<file path="config.mk">
export PLATFORM = sky130hd
export DESIGN_NAME = word_stream_transmitter
export DESIGN_NICKNAME = d
export VERILOG_FILES = /design/src/rtl/word_stream_transmitter.sv
export SDC_FILE = /design/constraint.sdc
export NUM_CORES = 1
export LEC_CHECK = 0
export ABC_CLOCK_PERIOD_IN_PS = 5900
export CAP_MARGIN = 5
export CORE_UTILIZATION = 40
export CTS_CLUSTER_SIZE = 8
export DETAILED_ROUTE_END_ITERATION = 7
export GPL_TIMING_DRIVEN = 0
export SYNTH_ARGS = -nofsm -noshare
export SYNTH_HDL_FRONTEND = slang
export SYNTH_SLANG_ARGS = --single-unit
</file>
<file path="constraint.sdc">
create_clock -name i_clock -period 5.9 [get_ports i_clock]
set_input_delay 1.18 -clock i_clock [delete_from_list [all_inputs] [get_ports i_clock]]
set_output_delay 1.18 -clock i_clock [all_outputs]
set_load 0.01 [all_outputs]
</file>
<file path="src/rtl/word_stream_transmitter.sv">
// Word stream transmitter: queues {word, nbytes} requests and feeds the selected
// bytes of each word to a byte UART through a start/done handshake.
module word_stream_transmitter #(
    parameter int NB_DATA    = 32,
    parameter int NB_BYTE    = 8,
    parameter int FIFO_DEPTH = 4,
    parameter int MSB_FIRST  = 1,
    localparam int NBYTES_MAX = NB_DATA / NB_BYTE,
    localparam int NB_CNT     = $clog2(NBYTES_MAX) + 1
) (
    input  logic               i_clock,
    input  logic               i_reset,
    input  logic [NB_DATA-1:0] i_tx_data,
    input  logic [NB_CNT-1:0]  i_tx_nbytes,
    input  logic               i_tx_push,
    input  logic               i_tx_done,
    output logic [NB_BYTE-1:0] o_tx_data,
    output logic               o_tx_start,
    output logic               o_tx_done_word,
    output logic               o_push_err,
    output logic               o_full,
    output logic               o_empty,
    output logic               o_busy
);

    localparam int PTR_W = $clog2(FIFO_DEPTH);
    localparam int OCC_W = PTR_W + 1;

    typedef enum logic [1:0] {IDLE, START, WAIT} state_t;
    state_t state, next_state;

    logic [NB_DATA-1:0] fifo_data   [FIFO_DEPTH];
    logic [NB_CNT-1:0]  fifo_nbytes [FIFO_DEPTH];
    logic [PTR_W-1:0]   wr_ptr, rd_ptr;
    logic [OCC_W-1:0]   count;
    logic [NB_DATA-1:0] shift_reg, head_aligned;
    logic [NB_CNT-1:0]  remaining, push_nbytes;
    logic               push_ok, push_bad, pop, byte_done, word_done;

    assign o_full      = (count == OCC_W'(FIFO_DEPTH));
    assign o_empty     = (count == '0);
    assign o_busy      = (state != IDLE);
    assign push_ok     = i_tx_push && !o_full && (i_tx_nbytes != '0);
    assign push_bad    = i_tx_push && !push_ok;
    assign pop         = (state == IDLE) && !o_empty;
    assign push_nbytes = (i_tx_nbytes > NB_CNT'(NBYTES_MAX)) ? NB_CNT'(NBYTES_MAX) : i_tx_nbytes;
    assign byte_done   = (state == WAIT) && i_tx_done;
    assign word_done   = byte_done && (remaining == NB_CNT'(1));

    // MSB-first words are pre-shifted so the first selected byte sits at the top
    always_comb begin
        head_aligned = fifo_data[rd_ptr];
        if (MSB_FIRST != 0)
            head_aligned = fifo_data[rd_ptr] << (NB_BYTE * (NBYTES_MAX - int'(fifo_nbytes[rd_ptr])));
    end

    assign o_tx_data = (MSB_FIRST != 0) ? shift_reg[NB_DATA-1 -: NB_BYTE] : shift_reg[NB_BYTE-1:0];

    always_ff @(posedge i_clock) begin
        if (!i_reset && push_ok) begin
            fifo_data[wr_ptr]   <= i_tx_data;
            fifo_nbytes[wr_ptr] <= push_nbytes;
        end
    end

    always_ff @(posedge i_clock) begin
        if (i_reset) begin
            wr_ptr     <= '0;
            rd_ptr     <= '0;
            count      <= '0;
            o_push_err <= 1'b0;
        end else begin
            if (push_ok)
                wr_ptr <= wr_ptr + 1'b1;
            if (pop)
                rd_ptr <= rd_ptr + 1'b1;
            case ({push_ok, pop})
                2'b10:   count <= count + 1'b1;
                2'b01:   count <= count - 1'b1;
                default: count <= count;
            endcase
            o_push_err <= push_bad;
        end
    end

    always_ff @(posedge i_clock) begin
        if (i_reset)
            state <= IDLE;
        else
            state <= next_state;
    end

    always_comb begin
        next_state = state;
        o_tx_start = 1'b0;
        case (state)
            IDLE: begin
                if (!o_empty)
                    next_state = START;
            end
            START: begin
                o_tx_start = 1'b1;
                next_state = WAIT;
            end
            WAIT: begin
                if (i_tx_done)
                    next_state = (remaining == NB_CNT'(1)) ? IDLE : START;
            end
            default: next_state = IDLE;
        endcase
    end

    // The last byte is never shifted out, so the final byte stays visible until IDLE
    always_ff @(posedge i_clock) begin
        if (i_reset) begin
            shift_reg      <= '0;
            remaining      <= '0;
            o_tx_done_word <= 1'b0;
        end else begin
            o_tx_done_word <= word_done;
            if (pop) begin
                shift_reg <= head_aligned;
                remaining <= fifo_nbytes[rd_ptr];
            end else if (byte_done && !word_done) begin
                shift_reg <= (MSB_FIRST != 0) ? (shift_reg << NB_BYTE) : (shift_reg >> NB_BYTE);
                remaining <= remaining - 1'b1;
            end
        end
    end

endmodule

</file>
==> metrics <==
final WL 17700 um; sequential share of the synthesized area 66.0%; 1st-pass router iterations 6; vias in the first global route 4773; largest net degree at the start of global routing 29; most common cell after layout, fill and taps aside edfxtp_1; num ports 53; worst endpoint required time 6.25 ns; Cell variety after synth 43; startpoint types register; post-synthesis cell area 0.00783 mm^2; die height 142 um; Reg2Reg Depth 10; met3 WL 781 um; WL met1 7800 um; post-route ant nets 0; Vias per Instance 5.49; fin cells 855; maximum root-to-sink buffer count 2; layout cells sized above 1 17.6%; hold path depth 2; Clock Skew 0.00950 ns; wire length on met2 8620 um; first-pass GRT wire length 27300 um; Root Driver clkbuf_16; Synthesis Warnings 0; Max Cap Viol 0; FMAX 270 MHz; Vias 4695; die area 0.0201 mm^2; Initial Util 41.3%; Final Setup Violations 0; Die X 142 um; CP Class reg -> reg; Lkg Pwr 0.00305 uW; CTS Hold Buffers Added 0; Hold Path End shift_reg[3]; Slew HR 51.2%; H-Tree Depth 4; top layer in use met4; worst hold path class reg -> reg; Worst Hold Launch shift_reg[3]; PortBufs 51; Routability Congestion 0.845; number of synthesized flops with an enable pin 140; CTS tree done; Placed Cells incl. Taps 823; FP Rows 50; post-route setup TNS 0 ns; Post-synth top flop edfxtp_1; worst vdd rail ir drop 0.000247 V; DR iter-0 viols 358; clock sink count 188; Setup Buffers After CTS 0; Total Routing Usage GR 18.7%; Hold Vio Cnt, Final 0; commonest non-fill, non-tap cells in the layout edfxtp_1, clkdlybuf4s50_1, nor2_1, dfxtp_1, mux4_2; Min Clock Period, post-route 3.71 ns; Critical Path AT 4.06 ns; area grow syn2layout 19.1%; ys async rst share 0%; initial antenna violation count 0; #FFs+latches synth 188; diode count 0; Overflow after GRT 0; DRC 0; clk_lat worst skew 0.43 ns; crit end category register; critical-path maximum fanout 10; Tightest Pin Transition 0.727 ns; cts bufs inserted 17; power per standard cell area 460 mW/mm^2; RSZ-0062 raised after global routing no; Final HPWL DP 12000 um; Core Region 0.0190 mm^2; worst r2r dst shift_reg[27]; Gate Count Post-Synth 508; Clock Pin Slew Worst Setup and Hold Paths 0.07 ns; Avg WL per Cell 20.7 um; final setup margin 2.19 ns; Mean Syn Cell Area 15.4 um^2; nets@finish 630; max-slew violations 0; Place WS 2.10 ns; max FFs per register 128; post-synth net total 556; status completed; post-cts sizing count 0; fin crit share 62.8%; Reg2Reg Setup Slack 2.19 ns
## cell type report
class | count | area, um^2
fillers | 1592 | 9630
flip-flops and latches | 188 | 5160
multi-input cells | 267 | 2410
repair buffers | 55 | 591
clock buffers | 19 | 433
well taps | 260 | 325
plain buffers | 37 | 195
clock inverters | 13 | 141
inverters | 16 | 60.1
## cell usage after synthesis (2+ instances only)
cell	count	share of area, %
nor2b_1	5	0.40
clkbuf_1	16	0.77
xnor2_1	3	0.34
and2_1	5	0.40
a32o_1	9	1.2
nand3b_1	5	0.48
buf_6	2	0.29
or3_1	11	0.88
mux2_2	9	1.3
a21oi_1	6	0.38
a211oi_1	16	1.5
mux2i_1	2	0.26
dfxtp_1	48	12
ha_1	8	1.3
nor3_1	9	0.58
edfxtp_1	140	54
inv_1	15	0.72
nor2_1	48	2.3
a222oi_1	9	1.2
buf_2	6	0.38
a22oi_1	8	0.77
nand2_1	19	0.91
and3b_1	2	0.22
xor2_1	5	0.56
o21ai_0	19	1.2
nor3b_1	4	0.38
mux4_2	36	10
o211ai_1	3	0.29
buf_4	9	0.86
nand2b_1	2	0.16
mux2_1	8	1.2
buf_1	4	0.19
a32oi_1	7	0.78
## routing by layer
metal	vias up	track usage, %
met5	-	0
met2	163	30.5
met3	34	3.27
met1	2368	24.8
li1	2130	-
met4	0	8.09
## power by group
| part | internal [uW] | switching [uW] | leakage, uW | total [uW] |
|---|---|---|---|---|
| combinational | 629 | 875 | 0.00111 | 1500 |
| clock | 628 | 493 | 0.000278 | 1120 |
| sequential | 1590 | 76.6 | 0.00166 | 1670 |
## worst max path at each step
stage,startpoint,to,slack [ns],cells past startpoint
floorplan,i_tx_nbytes[2],count[2],2.84,9
global route,register,shift_reg[28],2.02,10
global placement,i_tx_nbytes[2],fifo_data[2][23],1.43,6
detailed placement,i_tx_nbytes[2],count[2],2.10,10
finish,register,shift_reg[27],2.19,10
CTS,register,shift_reg[28],2.27,10
## kinds of logic (layout without fill, tap and decap cells)
group,count (synthesis),count (layout),synth area share (%)
AO/OA/AOI/OAI,79,79,7.72
XOR/XNOR,8,8,0.895
adder cells (fa/ha/maj),9,9,1.53
buffers and inverters,53,140,3.26
flip-flops,188,188,66.0
multiplexers,55,55,13.1
AND/OR/NAND/NOR,116,116,7.54
## critical path: stages (launching register included)
cell and delay (ns):
dfxtp_1 0.33, buf_6 0.13, mux4_2 0.53, buf_2 0.23, inv_1 0.34, ha_1 0.30
buf_1 0.41, xor2_1 0.25, nor3_2 0.60, a222oi_1 0.32, nor3_1 0.19
## through the flow
step | util [%] | hold WS (ns) | total power, uW | instance area [um^2]
after CTS | 49.2 | 0.490 | 4300 | 9320
final | 49.2 | 0.490 | 4290 | 9320
after global placement | 45.7 | 0.468 | 3140 | 8660
after floorplan | - | 0.449 | 2690 | 7830
after detailed placement | 46.2 | 0.478 | 3170 | 8750
after global routing | 49.2 | 0.509 | 4500 | 9320
Power figures use the tool's default switching activity.
